$ cat src/rtl/pcie_ltssm_pkg.sv
// Shared LTSSM substate encodings plus the per-substate qualification rules
// (pass class, target count, ms limit, exit code) used by the RX sequencer.
package pcie_ltssm_pkg;

  typedef enum logic [4:0] {
    detectQuiet          = 5'd0,
    detectActive         = 5'd1,
    pollingActive        = 5'd2,
    pollingConfiguration = 5'd3,
    cfgLinkWidthStart    = 5'd4,
    cfgLinkWidthAccept   = 5'd5,
    cfgLanenumWait       = 5'd6,
    cfgLanenumAccept     = 5'd7,
    cfgComplete          = 5'd8,
    cfgIdle              = 5'd9,
    recoveryRcvrLock     = 5'd10,
    recoveryRcvrCfg      = 5'd11,
    recoveryIdle         = 5'd12,
    recoverySpeed        = 5'd13,
    recoveryWait         = 5'd14,
    recoverySpeedEIEOS   = 5'd15,
    phase0               = 5'd16,
    phase1               = 5'd17,
    phase2               = 5'd18,
    phase3               = 5'd19,
    L0                   = 5'd20
  } substate_e;

  typedef enum logic [2:0] {stIdle, stArm, stCount, stPass, stFail} seqState_e;

  typedef enum logic [2:0] {
    qualCount, qualSpeed, qualDetQuiet, qualDetActive, qualFail
  } qualClass_e;

  localparam int MS_W = 6;
  localparam logic [MS_W-1:0] LIMIT_0MS  = 6'd0;
  localparam logic [MS_W-1:0] LIMIT_2MS  = 6'd2;
  localparam logic [MS_W-1:0] LIMIT_12MS = 6'd12;
  localparam logic [MS_W-1:0] LIMIT_24MS = 6'd24;
  localparam logic [MS_W-1:0] LIMIT_48MS = 6'd48;

  function automatic qualClass_e qualClass(input logic [4:0] code, input logic downstream);
    case (code)
      detectQuiet:   return qualDetQuiet;
      detectActive:  return qualDetActive;
      recoverySpeed: return qualSpeed;
      L0:            return downstream ? qualCount : qualFail;
      pollingActive, pollingConfiguration, cfgLinkWidthStart, cfgLinkWidthAccept,
      cfgLanenumWait, cfgLanenumAccept, cfgComplete, cfgIdle, recoveryRcvrLock,
      recoveryRcvrCfg, recoveryIdle, recoverySpeedEIEOS, phase0, phase1, phase2,
      phase3:        return qualCount;
      default:       return qualFail;
    endcase
  endfunction

  function automatic int unsigned targetCount(input logic [4:0] code, input int unsigned pipeWidth);
    case (code)
      pollingActive, cfgComplete, pollingConfiguration, recoveryRcvrLock,
      recoveryRcvrCfg:                  return 8;
      cfgLinkWidthStart, cfgLinkWidthAccept, cfgLanenumWait, cfgLanenumAccept,
      phase0, phase1, phase2, phase3:   return 2;
      cfgIdle, recoveryIdle:            return 64 / pipeWidth;
      recoverySpeed, recoverySpeedEIEOS,
      L0:                               return 1;
      default:                          return 0;
    endcase
  endfunction

  function automatic logic [MS_W-1:0] timeoutLimit(input logic [4:0] code);
    case (code)
      pollingActive, cfgComplete, cfgLinkWidthStart, cfgLinkWidthAccept,
      cfgLanenumAccept, phase0, phase1, phase2, phase3: return LIMIT_24MS;
      cfgLanenumWait, cfgIdle, recoveryIdle:            return LIMIT_2MS;
      pollingConfiguration, recoveryRcvrLock, recoveryRcvrCfg, recoverySpeed,
      recoverySpeedEIEOS, L0:                           return LIMIT_48MS;
      detectQuiet:                                      return LIMIT_12MS;
      default:                                          return LIMIT_0MS;
    endcase
  endfunction

  function automatic logic [4:0] exitCode(input logic [4:0] code, input logic [2:0] gen,
                                          input logic toIdle, input logic eqRedo);
    if (toIdle) return recoveryIdle;
    if (code == phase1 && eqRedo) return recoveryRcvrLock;
    case (code)
      recoveryIdle:       return L0;
      recoverySpeed:      return recoveryWait;
      recoverySpeedEIEOS: return (gen < 3'd3) ? recoveryRcvrLock : phase0;
      default:            return code + 5'd1;
    endcase
  endfunction

  // Legal narrowed link: lane 0 upward, power-of-two width.
  function automatic logic isDegradeWidth(input logic [15:0] ok);
    return ok inside {16'h0001, 16'h0003, 16'h000F, 16'h00FF, 16'hFFFF};
  endfunction

endpackage

$ cat src/rtl/rx_substate_sequencer_if.sv
// Request/result and per-lane OS status bundle between the LTSSM, the RX OS
// checkers and rx_substate_sequencer.
interface rx_substate_sequencer_if #(
  parameter int unsigned MAXLANES = 16
);
  logic                req;
  logic [4:0]          substate;
  logic [2:0]          train_to_gen;
  logic [MAXLANES-1:0] lane_mask;
  logic [MAXLANES-1:0] os_hit;
  logic [MAXLANES-1:0] os_mismatch;
  logic                rx_elec_idle;
  logic                rcvr_cfg_to_idle;
  logic                eq_redo;
  logic                busy;
  logic                done;
  logic                pass;
  logic [4:0]          exit_to;
  logic [MAXLANES-1:0] lanes_ok;

  modport master (
    output req, substate, train_to_gen, lane_mask, os_hit, os_mismatch,
           rx_elec_idle, rcvr_cfg_to_idle, eq_redo,
    input  busy, done, pass, exit_to, lanes_ok
  );

  modport slave (
    input  req, substate, train_to_gen, lane_mask, os_hit, os_mismatch,
           rx_elec_idle, rcvr_cfg_to_idle, eq_redo,
    output busy, done, pass, exit_to, lanes_ok
  );
endinterface

$ cat src/rtl/rx_ms_timer.sv
// Millisecond timer: cycle prescaler feeding a saturating ms counter; timeout
// is high while the ms count equals limit.
module rx_ms_timer #(
  parameter int unsigned TICKS_PER_MS = 1000,
  parameter int          MS_W         = 6
) (
  input  logic            clk,
  input  logic            reset,
  input  logic            clear,
  input  logic [MS_W-1:0] limit,
  output logic            timeout
);
  localparam int PRE_W = (TICKS_PER_MS > 1) ? $clog2(TICKS_PER_MS) : 1;

  logic [PRE_W-1:0] prescale;
  logic [MS_W-1:0]  msCount;

  always_ff @(posedge clk or negedge reset) begin
    if (!reset) begin
      prescale <= '0;
      msCount  <= '0;
    end else if (clear) begin
      prescale <= '0;
      msCount  <= '0;
    end else if (prescale == PRE_W'(TICKS_PER_MS - 1)) begin
      prescale <= '0;
      if (msCount != '1) msCount <= msCount + 1'b1;
    end else begin
      prescale <= prescale + 1'b1;
    end
  end

  assign timeout = (msCount == limit);

endmodule

$ cat src/rtl/rx_substate_sequencer.sv
// Per-request RX qualifier for the LTSSM: per-lane OS counters, ms timeout and
// pass/exit decision. Optional link narrowing at timeout: RX_SEQ_WIDTH_DEGRADE_EN.
module rx_substate_sequencer
  import pcie_ltssm_pkg::*;
#(
  parameter int unsigned MAXLANES     = 16,
  parameter int unsigned TICKS_PER_MS = 1000,
  parameter int          CNT_W        = 5,
  parameter int unsigned PIPEWIDTH    = 8,
  parameter int          DEVICETYPE   = 0
) (
  input logic                   clk,
  input logic                   reset,
  rx_substate_sequencer_if.slave bus
);
  localparam int unsigned CNT_MAX = (1 << CNT_W) - 1;

  seqState_e           state;
  logic                busy, done, pass;
  logic [4:0]          exitTo;
  logic [MAXLANES-1:0] lanesOk;
  logic [4:0]          capSubstate;
  logic [2:0]          capGen;
  logic [MAXLANES-1:0] capMask;

  qualClass_e          qualKind;
  int unsigned         tgtFull;
  logic [CNT_W-1:0]    target;
  logic [MS_W-1:0]     msLimit;
  logic                timeout;
  logic                armClear;
  logic [MAXLANES-1:0] laneOk;
  logic [MAXLANES-1:0] maskedOk;
  logic                allOk, degradeOk, finish, passNow;

  always_comb begin
    qualKind = qualClass(capSubstate, DEVICETYPE == 1);
    tgtFull  = targetCount(capSubstate, PIPEWIDTH);
    target   = (tgtFull > CNT_MAX) ? CNT_W'(CNT_MAX) : CNT_W'(tgtFull);
    msLimit  = timeoutLimit(capSubstate);
  end

  assign armClear = (state == stArm);

  rx_ms_timer #(
    .TICKS_PER_MS(TICKS_PER_MS),
    .MS_W        (MS_W)
  ) uTimer (
    .clk    (clk),
    .reset  (reset),
    .clear  (armClear),
    .limit  (msLimit),
    .timeout(timeout)
  );

  // Per-lane consecutive-OS counters; a mismatch beats a same-cycle hit.
  for (genvar g = 0; g < int'(MAXLANES); g++) begin : gLane
    logic [CNT_W-1:0] cnt;
    always_ff @(posedge clk or negedge reset) begin
      if (!reset) begin
        cnt <= '0;
      end else if (state == stArm) begin
        cnt <= '0;
      end else if (state == stCount) begin
        if (bus.os_mismatch[g]) cnt <= '0;
        else if (bus.os_hit[g] && cnt < target) cnt <= cnt + 1'b1;
      end
    end
    assign laneOk[g] = (cnt >= target);
  end

  assign maskedOk = laneOk & capMask;
  assign allOk    = (capMask != '0) && (maskedOk == capMask);
`ifdef RX_SEQ_WIDTH_DEGRADE_EN
  assign degradeOk = isDegradeWidth(16'(maskedOk));
`else
  assign degradeOk = 1'b0;
`endif

  always_comb begin
    finish  = 1'b0;
    passNow = 1'b0;
    case (qualKind)
      qualFail: finish = 1'b1;
      qualDetActive: begin
        finish  = timeout;
        passNow = timeout;
      end
      qualDetQuiet: begin
        finish  = !bus.rx_elec_idle || timeout;
        passNow = finish;
      end
      // Electrical-idle dwell: only judged once the full timeout has elapsed.
      qualSpeed: begin
        if (capMask == '0) begin
          finish = 1'b1;
        end else if (timeout) begin
          finish  = 1'b1;
          passNow = allOk || degradeOk;
        end
      end
      default: begin
        if (capMask == '0) begin
          finish = 1'b1;
        end else if (allOk) begin
          finish  = 1'b1;
          passNow = 1'b1;
        end else if (timeout) begin
          finish  = 1'b1;
          passNow = degradeOk;
        end
      end
    endcase
  end

  always_ff @(posedge clk or negedge reset) begin
    if (!reset) begin
      state       <= stIdle;
      busy        <= 1'b0;
      done        <= 1'b0;
      pass        <= 1'b0;
      exitTo      <= '0;
      lanesOk     <= '0;
      capSubstate <= '0;
      capGen      <= '0;
      capMask     <= '0;
    end else begin
      done <= 1'b0;
      case (state)
        stIdle: begin
          if (bus.req) begin
            state       <= stArm;
            busy        <= 1'b1;
            capSubstate <= bus.substate;
            capGen      <= bus.train_to_gen;
            capMask     <= bus.lane_mask;
          end
        end
        stArm: state <= stCount;
        stCount: begin
          if (finish) begin
            state   <= passNow ? stPass : stFail;
            done    <= 1'b1;
            pass    <= passNow;
            exitTo  <= passNow ? exitCode(capSubstate, capGen, bus.rcvr_cfg_to_idle, bus.eq_redo)
                               : 5'(detectQuiet);
            lanesOk <= maskedOk;
          end
        end
        stPass, stFail: begin
          state <= stIdle;
          busy  <= 1'b0;
        end
        default: state <= stIdle;
      endcase
    end
  end

  assign bus.busy     = busy;
  assign bus.done     = done;
  assign bus.pass     = pass;
  assign bus.exit_to  = exitTo;
  assign bus.lanes_ok = lanesOk;

endmodule
$ cat src/flat_wrapper.sv
// flat-port wrapper written by rule: the top's interface ports become plain ports
module rx_substate_sequencer_flat import pcie_ltssm_pkg::*;
#(
  parameter int unsigned MAXLANES     = 16,
  parameter int unsigned TICKS_PER_MS = 1000,
  parameter int          CNT_W        = 5,
  parameter int unsigned PIPEWIDTH    = 8,
  parameter int          DEVICETYPE   = 0
)
  (clk, reset, bus_req, bus_substate, bus_train_to_gen, bus_lane_mask, bus_os_hit, bus_os_mismatch, bus_rx_elec_idle, bus_rcvr_cfg_to_idle, bus_eq_redo, bus_busy, bus_done, bus_pass, bus_exit_to, bus_lanes_ok);
  rx_substate_sequencer_if #(.MAXLANES(MAXLANES)) bus_i ();
  input logic clk;
  input logic reset;
  input wire logic [$bits(bus_i.req)-1:0] bus_req;
  input wire logic [$bits(bus_i.substate)-1:0] bus_substate;
  input wire logic [$bits(bus_i.train_to_gen)-1:0] bus_train_to_gen;
  input wire logic [$bits(bus_i.lane_mask)-1:0] bus_lane_mask;
  input wire logic [$bits(bus_i.os_hit)-1:0] bus_os_hit;
  input wire logic [$bits(bus_i.os_mismatch)-1:0] bus_os_mismatch;
  input wire logic [$bits(bus_i.rx_elec_idle)-1:0] bus_rx_elec_idle;
  input wire logic [$bits(bus_i.rcvr_cfg_to_idle)-1:0] bus_rcvr_cfg_to_idle;
  input wire logic [$bits(bus_i.eq_redo)-1:0] bus_eq_redo;
  output wire logic [$bits(bus_i.busy)-1:0] bus_busy;
  output wire logic [$bits(bus_i.done)-1:0] bus_done;
  output wire logic [$bits(bus_i.pass)-1:0] bus_pass;
  output wire logic [$bits(bus_i.exit_to)-1:0] bus_exit_to;
  output wire logic [$bits(bus_i.lanes_ok)-1:0] bus_lanes_ok;
  assign bus_i.req = bus_req;
  assign bus_i.substate = bus_substate;
  assign bus_i.train_to_gen = bus_train_to_gen;
  assign bus_i.lane_mask = bus_lane_mask;
  assign bus_i.os_hit = bus_os_hit;
  assign bus_i.os_mismatch = bus_os_mismatch;
  assign bus_i.rx_elec_idle = bus_rx_elec_idle;
  assign bus_i.rcvr_cfg_to_idle = bus_rcvr_cfg_to_idle;
  assign bus_i.eq_redo = bus_eq_redo;
  assign bus_busy = bus_i.busy;
  assign bus_done = bus_i.done;
  assign bus_pass = bus_i.pass;
  assign bus_exit_to = bus_i.exit_to;
  assign bus_lanes_ok = bus_i.lanes_ok;
  rx_substate_sequencer #(.MAXLANES(MAXLANES), .TICKS_PER_MS(TICKS_PER_MS), .CNT_W(CNT_W), .PIPEWIDTH(PIPEWIDTH), .DEVICETYPE(DEVICETYPE)) u_core (.clk(clk), .reset(reset), .bus(bus_i));
endmodule
$ cat config.mk
export PLATFORM = sky130hd
export DESIGN_NAME = rx_substate_sequencer_flat
export DESIGN_NICKNAME = d
export VERILOG_FILES = /design/src/rtl/pcie_ltssm_pkg.sv /design/src/rtl/rx_substate_sequencer_if.sv /design/src/rtl/rx_ms_timer.sv /design/src/rtl/rx_substate_sequencer.sv /design/src/flat_wrapper.sv
export SDC_FILE = /design/constraint.sdc
export NUM_CORES = 1
export LEC_CHECK = 0
export BUFFER_PORTS_ARGS = -buffer_cell sky130_fd_sc_hd__buf_2
export CAP_MARGIN = 20
export CORE_MARGIN = 4
export CORE_UTILIZATION = 55
export CTS_CLUSTER_SIZE = 24
export DETAILED_ROUTE_END_ITERATION = 12
export PLACE_DENSITY = 0.79
export REMOVE_ABC_BUFFERS = 1
export SYNTH_ARGS = -nofsm -noshare
export SYNTH_HDL_FRONTEND = slang
export SYNTH_SLANG_ARGS = --single-unit
$ cat constraint.sdc
create_clock -name clk -period 6.9 [get_ports clk]
set_clock_uncertainty 0.15 [all_clocks]
set_input_delay 1.035 -clock clk [delete_from_list [all_inputs] [get_ports clk]]
set_output_delay 1.035 -clock clk [all_outputs]
set_load 0.01 [all_outputs]
==> run metrics <==
outcome=completed; leading cell types by total area after synthesis=dfrtp_1, ha_1, nor2_1; Least-Margin Pin Slew=985.9 ps; Remaining Overflow, GRT=0; layout net count=1,166; # DRC=0; WL/cell=16.74 um; Antenna diodes=0; final hold violation count=0; Synth Cell Area=0.008864 mm2; via/cell ratio=5.826; Die X=134.9 um; post-synth cell types=57; NetSw=1.826 mW; Final min period=5236 ps; flops & latches, synth=147; MaxCap Viol Count=0; Reg power frac=32.0%; number of synthesized flops with an enable pin=0; core region area=0.01583 mm2; share of the synthesized area in the top cell type=41.50%; Setup CP Type=flip-flop to flip-flop; CP Buf/Inv Count=1; combinational power share=46.2%; CP Data Required Time=7060 ps; total global-route track usage=23.91%; Syn Inst Count=944; Routed WL=21,070 um; Num CTS Buffers=17; vias=7,335; Hold-fix buffers, CTS=0; fin crit share=75.89%; # IOs=86; Crit path depth=13; cell with the most instances after synthesis=dfrtp_1; Setup crit end kind=flip-flop; register area share after synthesis=41.50%; Final setup viols=0; fin area=0.01009 mm2; dpl ws=1715 ps; Fmax=191.0 MHz; Worst Path Max Fanout=24; startpoint types=flip-flop; fraction of layout cells with a size suffix above 1=14.86%; asr flop ratio synth=100.0%; Max VDD drop=0.0002136 V; YS warnings=0; Sw Ratio=42.57%; pin count of the biggest net entering global routing=92; ANT nets after route=0; Post-Syn Area per Cell=9.389 um2; drt pass-1 iters=7; clk sinks=147; area grow syn2layout=13.79%; clk slew on worst S/H paths=60 ps; worst path arrival time=5390 ps; Clock Power Share=21.7%; CTS tree=yes; placed cell areas=0.009493 mm2; P_int=2.462 mW; clock root cell=clkbuf_16; DRT iter0 DRCs=531; DIE AREA=0.01821 mm2; CP max-delay cell=a21oi_4; Worst Hold Class=flip-flop to flip-flop; number of port buffers=85; relative slew slack=34.28%; setup_tns=0 ps; Yosys top cell by area=dfrtp_1; Resize count post-CTS=0; Die Ht=134.9 um; top cells by instance count after synthesis=dfrtp_1, nor2_1, nand2_1; Power Density=425.1 mW/mm2; H-Tree Depth=4; Worst path top cell family by delay=simple AND/OR/NAND/NOR gates; Final Core Density=63.72%; Worst path max stage delay=820 ps; first-pass GRT wire length=34,870 um; Final Slew Violations=0; worst r2r path cells=13; Placer Congestion=0.8718; hold path depth=1; Initial Util=56.00%; static leakage=4.785 nW; initial antenna violation count=0; vias in the first global route=7,238; # Post-CTS Setup Buffers=0; RSZ-0062 raised after global routing=no; Hold Slack=333.7 ps; CP Cell Sequence=inv_1 > ha_1 > nand2_1 > o21ai_0 > nand2_1 > ha_1 > nand4bb_1 > o2111ai_1 > o2111ai_1 > nor4_1 > nand3_1 > a21oi_4 > mux2_2; Synth Flop Type=dfrtp_1; HPWL after DPL=14,820 um; cell row count=46; clock buffer depth=2; latest clock arrival within the worst-skew pair=430 ps; setup ws final=1664 ps
cells in the final DEF, fill, tap and decap left out, types with 4 or more instances in the layout:
cell | Yosys | routed
and2_1 | 7 | 7
mux2_4 | 6 | 6
o211ai_1 | 4 | 4
and3_1 | 4 | 4
buf_4 | 2 | 7
nor4_1 | 6 | 6
o22ai_1 | 4 | 4
o31ai_1 | 10 | 10
a41oi_1 | 17 | 17
nand4bb_1 | 16 | 16
nor3_1 | 13 | 13
inv_1 | 47 | 47
nor2b_1 | 20 | 20
o2111a_1 | 4 | 4
nor2_1 | 139 | 139
xor2_1 | 42 | 42
o2111ai_1 | 16 | 16
mux2_2 | 22 | 22
a21oi_1 | 23 | 23
nand2_1 | 118 | 118
o21a_1 | 10 | 10
buf_2 | 2 | 84
clkbuf_16 | 0 | 17
xnor2_1 | 12 | 12
ha_1 | 73 | 73
dfrtp_1 | 147 | 147
nand3_1 | 21 | 21
clkinv_2 | 0 | 4
mux2i_1 | 9 | 9
o21ai_0 | 58 | 58
nand4_1 | 24 | 24
nand4b_1 | 13 | 13
sequential cells by signal (all words and copies together), names as in the netlist:
name / cells
u_core.gLane.cnt: 80
u_core.bus.lanes_ok: 16
u_core.capMask: 16
u_core.uTimer.prescale: 10
u_core.uTimer.msCount: 6
u_core.bus.exit_to: 5
u_core.capSubstate: 5
u_core.capGen: 3
u_core.state: 3
u_core.bus.busy: 1
u_core.bus.done: 1
u_core.bus.pass: 1
final timing paths:
check / startpoint / to / slack [ps]
hold / removal: u_core.uTimer.prescale[0]$_DFF_PN0_ / u_core.uTimer.prescale[0]$_DFF_PN0_ / 330
hold reg to reg: u_core.uTimer.prescale[0]$_DFF_PN0_ / u_core.uTimer.prescale[0]$_DFF_PN0_ / 330
setup / recovery: u_core.capSubstate[1]$_DFFE_PN0P_ / u_core.bus.lanes_ok[13]$_DFFE_PN0P_ / 1660
setup reg to reg: u_core.capSubstate[1]$_DFFE_PN0P_ / u_core.bus.lanes_ok[13]$_DFFE_PN0P_ / 1660
max in group asynchronous: reset / u_core.gLane[13].cnt[0]$_DFFE_PN0P_ / 4820
min in group asynchronous: reset / u_core.gLane[1].cnt[2]$_DFFE_PN0P_ / 550
layer usage:
metal | vias to the layer above | global-route usage (%) | share of wire (%)
li1 | 3552 | - | -
met1 | 3535 | 31.32 | 45
met2 | 198 | 38.72 | 47
met3 | 50 | 4.918 | 5.0
met4 | 0 | 10.41 | 3.3
met5 | - | 0 | 0
power by group through the flow:
| stage | registers, mW | logic, mW | clock network [mW] |
|---|---|---|---|
| detailed placement | 1.37 | 1.95 | 0 |
| CTS | 1.36 | 1.98 | 0.947 |
| floorplan | 1.32 | 1.40 | 0 |
| finish | 1.37 | 1.98 | 0.932 |
| global placement | 1.37 | 1.89 | 0 |
| global route | 1.41 | 2.23 | 0.987 |
area by class of cell:
class                   count  area (um2)
inverters                  47       176.4
well taps                 216       270.3
clock inverters            10       132.6
clock buffers              21       460.4
flip-flops and latches    147        3679
repair buffers             92       484.2
multi-input cells         726        4883
fillers                  1267        5742
cell families (layout without fill, tap and decap cells):
logic type,after synthesis,count (layout),synth area share (%)
DFF,147,147,41.50
buffers and inverters,71,170,3.473
AOI/OAI and AO/OA,164,164,12.65
xor gates and xnor gates,54,54,5.336
adders and majority gates,73,73,10.30
muxes,37,37,4.828
and+or+nand+nor,398,398,21.91
metrics by stage:
stage          std cells  power (mW)
2_1_floorplan        920       2.719
3_3_place_gp        1228       3.261
3_5_place_dp        1228       3.324
4_1_cts             1259       4.291
5_1_grt             1259       4.626
6_report            1259       4.288
Note: power is estimated with default switching activity, not from simulation.
